**src/rtl/controle_writeback.sv**
```systemverilog
// Write-back scheduler for the register-file write port: arbitrates control
// unit, load path and shift unit writes, with one-entry load/shift slots.
// Ports: clk, reset (sync, active-high); ctrl_req/ctrl_sel/ctrl_rd/ctrl_ready;
//   load_valid/load_rd/load_ready; shift_valid/shift_rd/shift_ready;
//   registered seletor[3:0], reg_write, write_reg[4:0].
// Optional build macro WB_STALL_COUNT_EN adds output stall_count[15:0].
module controle_writeback #(
   parameter int unsigned STARVE_MAX = 4
) (
   input  logic       clk,
   input  logic       reset,
   input  logic       ctrl_req,
   input  logic [3:0] ctrl_sel,
   input  logic [4:0] ctrl_rd,
   output logic       ctrl_ready,
   input  logic       load_valid,
   input  logic [4:0] load_rd,
   output logic       load_ready,
   input  logic       shift_valid,
   input  logic [4:0] shift_rd,
   output logic       shift_ready,
   output logic [3:0] seletor,
   output logic       reg_write,
   output logic [4:0] write_reg
`ifdef WB_STALL_COUNT_EN
   ,
   output logic [15:0] stall_count
`endif
);

   localparam logic [7:0] STARVE_LIM = 8'(STARVE_MAX);

   logic       load_pend_q, load_pend_d;
   logic [4:0] load_rd_q, load_rd_d;
   logic       shift_pend_q, shift_pend_d;
   logic [4:0] shift_rd_q, shift_rd_d;
   logic [7:0] age_load_q, age_load_d;
   logic [7:0] age_shift_q, age_shift_d;
   // 0: load is preferred next, 1: shift is preferred next
   logic       rr_q, rr_d;
   logic [3:0] seletor_q, seletor_d;
   logic       reg_write_q, reg_write_d;
   logic [4:0] write_reg_q, write_reg_d;

   logic starve_load, starve_shift;
   logic gnt_ctrl, gnt_load, gnt_shift;
   logic sel_ok;

   assign load_ready  = !load_pend_q;
   assign shift_ready = !shift_pend_q;
   assign seletor     = seletor_q;
   assign reg_write   = reg_write_q;
   assign write_reg   = write_reg_q;

   always_comb begin
      starve_load  = load_pend_q && (age_load_q >= STARVE_LIM);
      starve_shift = shift_pend_q && (age_shift_q >= STARVE_LIM);
      ctrl_ready   = !(starve_load || starve_shift);
      sel_ok       = (ctrl_sel != 4'b0000) && (ctrl_sel <= 4'b1000);

      gnt_ctrl  = 1'b0;
      gnt_load  = 1'b0;
      gnt_shift = 1'b0;
      if (starve_load) begin
         gnt_load = 1'b1;
      end else if (starve_shift) begin
         gnt_shift = 1'b1;
      end else if (ctrl_req) begin
         gnt_ctrl = 1'b1;
      end else if (load_pend_q && shift_pend_q) begin
         if (rr_q) gnt_shift = 1'b1;
         else      gnt_load  = 1'b1;
      end else if (load_pend_q) begin
         gnt_load = 1'b1;
      end else if (shift_pend_q) begin
         gnt_shift = 1'b1;
      end

      // Grant and capture never coincide: capture needs an empty slot,
      // grant needs a pending one, so a freed slot refills a cycle later.
      load_pend_d = load_pend_q;
      load_rd_d   = load_rd_q;
      if (gnt_load) begin
         load_pend_d = 1'b0;
      end else if (load_valid && load_ready) begin
         load_pend_d = 1'b1;
         load_rd_d   = load_rd;
      end

      shift_pend_d = shift_pend_q;
      shift_rd_d   = shift_rd_q;
      if (gnt_shift) begin
         shift_pend_d = 1'b0;
      end else if (shift_valid && shift_ready) begin
         shift_pend_d = 1'b1;
         shift_rd_d   = shift_rd;
      end

      age_load_d = age_load_q;
      if (!load_pend_q || gnt_load)    age_load_d = 8'd0;
      else if (age_load_q < STARVE_LIM) age_load_d = age_load_q + 8'd1;

      age_shift_d = age_shift_q;
      if (!shift_pend_q || gnt_shift)    age_shift_d = 8'd0;
      else if (age_shift_q < STARVE_LIM) age_shift_d = age_shift_q + 8'd1;

      rr_d = rr_q;
      if (gnt_load)  rr_d = 1'b1;
      if (gnt_shift) rr_d = 1'b0;

      seletor_d   = 4'b0000;
      write_reg_d = 5'd0;
      reg_write_d = 1'b0;
      if (gnt_ctrl) begin
         seletor_d   = ctrl_sel;
         write_reg_d = ctrl_rd;
         reg_write_d = sel_ok && (ctrl_rd != 5'd0);
      end else if (gnt_load) begin
         seletor_d   = 4'b0010;
         write_reg_d = load_rd_q;
         reg_write_d = (load_rd_q != 5'd0);
      end else if (gnt_shift) begin
         seletor_d   = 4'b0011;
         write_reg_d = shift_rd_q;
         reg_write_d = (shift_rd_q != 5'd0);
      end
   end

   always_ff @(posedge clk) begin
      if (reset) begin
         load_pend_q  <= 1'b0;
         load_rd_q    <= 5'd0;
         shift_pend_q <= 1'b0;
         shift_rd_q   <= 5'd0;
         age_load_q   <= 8'd0;
         age_shift_q  <= 8'd0;
         rr_q         <= 1'b0;
         seletor_q    <= 4'b0000;
         reg_write_q  <= 1'b0;
         write_reg_q  <= 5'd0;
      end else begin
         load_pend_q  <= load_pend_d;
         load_rd_q    <= load_rd_d;
         shift_pend_q <= shift_pend_d;
         shift_rd_q   <= shift_rd_d;
         age_load_q   <= age_load_d;
         age_shift_q  <= age_shift_d;
         rr_q         <= rr_d;
         seletor_q    <= seletor_d;
         reg_write_q  <= reg_write_d;
         write_reg_q  <= write_reg_d;
      end
   end

`ifdef WB_STALL_COUNT_EN
   logic [15:0] stall_count_q, stall_count_d;

   assign stall_count = stall_count_q;

   always_comb begin
      stall_count_d = stall_count_q;
      if (ctrl_req && !ctrl_ready && (stall_count_q != 16'hFFFF))
         stall_count_d = stall_count_q + 16'd1;
   end

   always_ff @(posedge clk) begin
      if (reset) stall_count_q <= 16'd0;
      else       stall_count_q <= stall_count_d;
   end
`endif

endmodule

```
**config.mk**
```make
export PLATFORM = sky130hd
export DESIGN_NAME = controle_writeback
export DESIGN_NICKNAME = d
export VERILOG_FILES = /design/src/rtl/controle_writeback.sv
export SDC_FILE = /design/constraint.sdc
export NUM_CORES = 1
export LEC_CHECK = 0
export BUFFER_PORTS_ARGS = -buffer_cell sky130_fd_sc_hd__buf_2
export CORE_MARGIN = 1
export CORE_UTILIZATION = 54
export CTS_BUF_LIST = sky130_fd_sc_hd__clkbuf_4 sky130_fd_sc_hd__clkbuf_8
export CTS_CLUSTER_SIZE = 16
export DETAILED_ROUTE_END_ITERATION = 6
export PLACE_DENSITY_LB_ADDON = 0.1
export SETUP_SLACK_MARGIN = 0.05
export SLEW_MARGIN = 40
export SYNTH_ARGS = -nofsm -noshare
export SYNTH_HDL_FRONTEND = slang
export SYNTH_SLANG_ARGS = --single-unit
```
**constraint.sdc**
```tcl
create_clock -name clk -period 2.1 [get_ports clk]
set_input_delay 0.315 -clock clk [delete_from_list [all_inputs] [get_ports clk]]
set_output_delay 0.315 -clock clk [all_outputs]
set_load 0.005 [all_outputs]
```
Word-level counts from Yosys, hierarchy flattened:

Cells that the tools add are included.

* add/sub/neg operators: 2
* $mul: 0
* div/mod/pow operators: 0
* $lt $le $gt $ge: 5
* eq/ne operators: 0
* shift operators: 0
* muxes and demuxes: 25
* bitwise logic cells: 2
* reductions and logical operators: 23

Operator list (count)
* 1-bit 2-to-1 mux: 19
* 8-bit by 1-bit adder with 8-bit output (second input constant): 2
* 8-bit by 3-bit >= comparator with 1-bit output (second input constant): 2
* 8-bit by 3-bit < comparator with 1-bit output (second input constant): 2
* 5-bit 2-to-1 mux: 3
* 5-bit nonzero test: 3
* 2-bit OR reduction: 4
* 1-bit logical AND: 7
* 4-bit <= comparator (second input constant): 1
* 2-bit 2-to-1 mux: 2
* 4-bit 2-to-1 mux: 1
* 2-bit AND reduction: 2
* 4-bit nonzero test: 1
* 1-bit logical NOT: 3
* 1-bit logical OR: 3
* 1-bit inverter: 2

* register bits after elaboration: 39
* bits in latches: 0
* RAM bits: 0
* memory bits (read-only): 0
* bits of input ports: 24
* output and inout port bits: 13
* memories kept: 0

Logic depth before layout (Yosys ltp):

* depth after elaboration: 9
* depth in mapped cells: 5

Worst setup path after synthesis:

Ideal clock, no wire load.

* path kind: register to register
* from: register age_shift_q[7]
* to: register reg_write_q (netlist: reg_write)
* arrival time: 1496 ps
* data required time: 2041 ps
* path slack: 545 ps
* stages on the path, launching flop included: 6
* path buffers: 0
* path through: dfxtp_1 > nor4_4 > a21oi_2 > a2111oi_4 > o311a_1 > a211o_1

* word-level cells in the longest chain between the ends: 7
* elaborated cells between the ends (all ways): 11
* classes of those cells: 1 x order compare; 9 x mux; 1 x reduce/logical

Ends and longest elaborated chain
* from (decl): line 38 `logic [7:0] age_shift_q, age_shift_d;`
* from (signal assigned): line 147 `age_shift_q <= age_shift_d;`
* 8-bit by 3-bit >= comparator with 1-bit output *: line 57 `starve_shift = shift_pend_q && (age_shift_q >= STARVE_LIM);`
* 1-bit logical AND *: line 57
* 1-bit 2-to-1 mux: line 66 `end else if (starve_shift) begin`
* 1-bit 2-to-1 mux: line 64 `if (starve_load) begin`
* 1-bit 2-to-1 mux: line 122 `end else if (gnt_shift) begin`
* 1-bit 2-to-1 mux: line 118 `end else if (gnt_load) begin`
* 1-bit 2-to-1 mux *: line 114 `if (gnt_ctrl) begin`
* to (signal assigned): line 150 `reg_write_q <= reg_write_d;`
* to (decl): line 42 `logic reg_write_q, reg_write_d;`

Mark *: on every way between the ends. The rest lies on a longest branch, timed or not.
A chain may end at the register's enable or synchronous reset.

Worst setup path in the final report:

* from: register age_load_q[2]
* to: output ctrl_ready

* word-level cells in the longest chain between the ends: 4

Ends and longest elaborated chain
* from (decl): line 37 `logic [7:0] age_load_q, age_load_d;`
* from (signal assigned): line 146 `age_load_q <= age_load_d;`
* 8-bit by 3-bit >= comparator with 1-bit output: line 56 `starve_load = load_pend_q && (age_load_q >= STARVE_LIM);`
* 1-bit logical AND: line 56
* 1-bit logical OR: line 58 `ctrl_ready = !(starve_load || starve_shift);`
* 1-bit logical NOT: line 58
* to (decl): line 15 `output logic ctrl_ready,`

Every way passes these cells.

==> flow_results.org <==
** Run status
- Status :: finished, final reports clean

** Final layout
- Registers with the most flip-flops :: age_load_q x8, age_shift_q x8
- In the final layout, the multi-input gates occupy 705.7 sq um.
- 0 antenna diodes ended up in the layout.
- Leading cell types in the layout, fill and taps excluded :: 39 x dfxtp_1, 36 x buf_2, 17 x nor2_1, 10 x mux2i_1
- # nets final :: 219
- The layout has 206 filler cells.
- Synthesis-to-finish area growth :: 17.78%
- Finished Core Util :: 0.6974
- The finished cells cover 1790 sq um.
- After the flow finishes, the layout carries non-filler instances totaling 220.
- Share of final-layout standard cells stronger than drive strength 1 :: 0.3158
- Most common cell after layout, fill and taps aside :: dfxtp_1
- Across the whole layout, storage elements account for 780.7 sq um.

** Power
- Of the total power, registers draw 0.622.
- Of the total power, the clock network draws 0.266.
- In this run the static leakage power is 0.0008406 uW.
- Switching component of the power :: 301.2 uW
- Internal power comes to 978.6 uW.
- Across the VDD grid, the largest voltage drop is 0.6427 mV.
- Of the total power, combinational logic draws 0.111.
- Of the total power, the share spent switching nets is 0.2354.
- For this design the ratio of total power to cell area is 714.8 nW/um^2.

** Floorplan
- In this run the core area contains 18 standard-cell rows.
- Total die area :: 3032 sq um
- The die is 55.06 um tall.
- In this run the count of I/O pins placed on the die edge is 37.
- Die boundary width :: 55.06 um
- The initial utilization of the core area, before any placement, comes to 0.5921.
- After floorplanning, the core was sized to cover 2567 sq um.

** Global route
- First-pass GRT wire length :: 4.616 mm
- Antenna violations before repair :: 0
- Global-route track usage on met1 :: 0.2821
- Maximum number of pins on one net before global-route repair :: 18
- Busiest layer in global routing :: met2
- Across every metal layer, demand over resource in global routing totals 0.2256.
- Met2 GRT Util :: 0.3474
- After global routing the overflow that remains totals 0.
- In the global route stage, met3 resource usage came out at 0.06284.
- Vias in the first global route :: 1043

** Detailed routing
- Routed Antenna Nets :: 0
- Number of search-and-repair iterations in the first detailed-routing pass :: 4
- Dividing the detail-routed via count by the number of cells gives 5.318.
- DRC :: 0
- Detailed routing inserted a total of 1170 vias.
- Average detailed-routed wire length per instance :: 13.31 um
- 1st-iter DRT viols :: 21
- The final layout contains routed wiring with a total length of 2.928 mm.

** Setup path
- Req. time, crit path :: 1780 ps
- Grouping stages by cell kind, the critical path spends the most delay in simple AND/OR/NAND/NOR gates.
- Slowest cell delay on critical path :: 340 ps
- Traced cell by cell, the critical path runs through nor4_2 -> nand2_1 -> a21oi_2 -> buf_2.
- Critical Path Sink Type :: primary output
- Worst path buffer plus inverter count :: 1
- Worst setup SP type :: register
- Cell at the slowest stage of the critical path :: dfxtp_1
- STA puts the critical path data arrival time at 1530 ps.
- Worst Setup Path Type :: reg2out
- Crit-path max FO :: 4

** Yosys
- In the post-synthesis netlist, the biggest area contributors are dfxtp_1 51%, mux2i_1 6.6%, nor2_1 4.2%.
- Mean area per synthesized cell :: 10.27 sq um
- Fraction of the yosys area taken by sequential cells :: 0.5136
- Yosys cell types :: 35
- Of the post-synthesis cell area, the dominant cell type holds 0.5136.
- The mapped netlist covers 1520 sq um.
- Cell count after synthesis :: 148
- During synthesis, Yosys emitted a total of 0 warnings.
- Synthesis-stage register bit count :: 39
- Cell taking the most area after synthesis :: dfxtp_1

** Placement
- GP Congestion :: 0.7459
- Detailed placement HPWL :: 2.247 mm
- I/O Buffers :: 36
- Placed Cells incl. Taps :: 214
- Post-Place Cell Area :: 1742 sq um

** CTS
- The tree is rooted in a clkbuf_4.
- Clock tree from TritonCTS :: done
- Clk slew on worst S/H paths :: 100 ps
- CTS max path bufs :: 2
- The clock reaches the later pin of the worst-skew pair after 330 ps.
- # H-tree levels :: 2
- Counting the buffers created by CTS gives 5.
- Number of sinks driven by the clock tree :: 39

** Timing
- Setup repair after global routing left no endpoint under its margin.
- Min Hold Slack :: 187.5 ps
- Setup violations remaining at the end of the flow were counted as 0.
- Final hold viol count :: 0
- Worst-case clock skew :: 6.727 ps
- Setup total negative slack on the finished layout was measured at 0 ps.
- Of the available clock period, the critical path in the final layout requires 0.8784.
- The final number of max-transition violations is 0.
- For the pin with the worst max-slew slack, the measured transition is 593.6 ps.
- Slew Limit Headroom :: 0.6012
- Achievable clock frequency :: 542.1 MHz
- For the finished layout, the period the worst path requires is 1845 ps.

** Flow run
- Number of maximum-capacitance constraint violations :: 0

** Min path
- Worst min-delay path category :: in2reg
-- path summary, 6_finish.rpt --
kind,start,end,slack [ps],depth (start not counted)
worst min register to register,age_load_q[0]$_SDFFE_PP0N_,age_load_q[0]$_SDFFE_PP0N_,480,1
worst max register to register,age_shift_q[7]$_SDFFE_PP0P_,write_reg[4]$_SDFF_PP0_,330,5
worst max-delay path,age_load_q[2]$_SDFFE_PP0N_,ctrl_ready,260,4
worst min-delay path,shift_valid,shift_pend_q$_SDFFE_PP0P_,190,2
-- routing by layer --
metal	part of all wire	vias up
met4	0.020	0
met5	0	-
met3	0.052	6
li1	-	590
met2	0.47	37
met1	0.46	537
-- cells by family (layout without fill, tap and decap cells) --
| group | after synthesis | after routing | share of synthesized area |
|---|---|---|---|
| buf+inv | 14 | 52 | 0.03457 |
| other cells | 1 | 5 | 0.002467 |
| mux | 11 | 11 | 0.07325 |
| compound gates | 22 | 22 | 0.1259 |
| simple gates | 55 | 55 | 0.2058 |
| fa+ha+maj | 4 | 4 | 0.03292 |
| flops | 39 | 39 | 0.5136 |
| xor+xnor | 2 | 2 | 0.01152 |
-- area by class of cell --
cell class / count / share of cell area
well taps: 30 / 0.02096
flip-flops and latches: 39 / 0.4361
repair buffers: 37 / 0.1048
clock buffers: 6 / 0.02516
inverters: 9 / 0.01887
multi-input cells: 99 / 0.3941
-- through the flow --
stage	power (uW)	worst slack, ps
after detailed placement	954.4	347.2
after CTS	1290	174.3
final	1280	255.3
after global placement	948.5	415.1
after floorplan	895.3	545.0
after global routing	1348	118.8
-- worst register-to-register path, cell delays in order (launching register included) --
cell	delay, ps
dfxtp_1	340
nor4_4	390
a21oi_2	140
a2111oi_4	510
and2_2	220
a221o_1	110
-- cell usage after synthesis (all sizes together) --
library cell  instances
o21bai                1
a31oi                 2
dfxtp                39
o21ai                 1
o311a                 1
nand2b                1
mux2                  1
inv                   9
o21a                  1
nor2                 17
a211o                 1
nand2                 4
conb                  1
xnor2                 2
and3                  7
a21oi                 6
mux2i                10
ha                    4
nor2b                 3
nor4                  2
or4                   1
or2                   1
a221o                 5
nand3                 1
o21ba                 2
clkbuf                5
nor3b                 1
and2                  7
or3                   1
a311oi                1
nor3                  9
a2111oi               1
-- power by group through the flow --
stage	logic, uW	clock network [uW]	registers, uW
CTS	142	352	796
finish	143	341	796
global placement	138	0	811
detailed placement	142	0	813
floorplan	87.5	0	808
global route	162	384	801
-- timing repair --
item,CTS,global route
gates resized for setup,0,1
hold buffers,0,0
endpoints found under the setup margin,0,1
buffers inserted,0,0
Power figures use the tool's default switching activity.
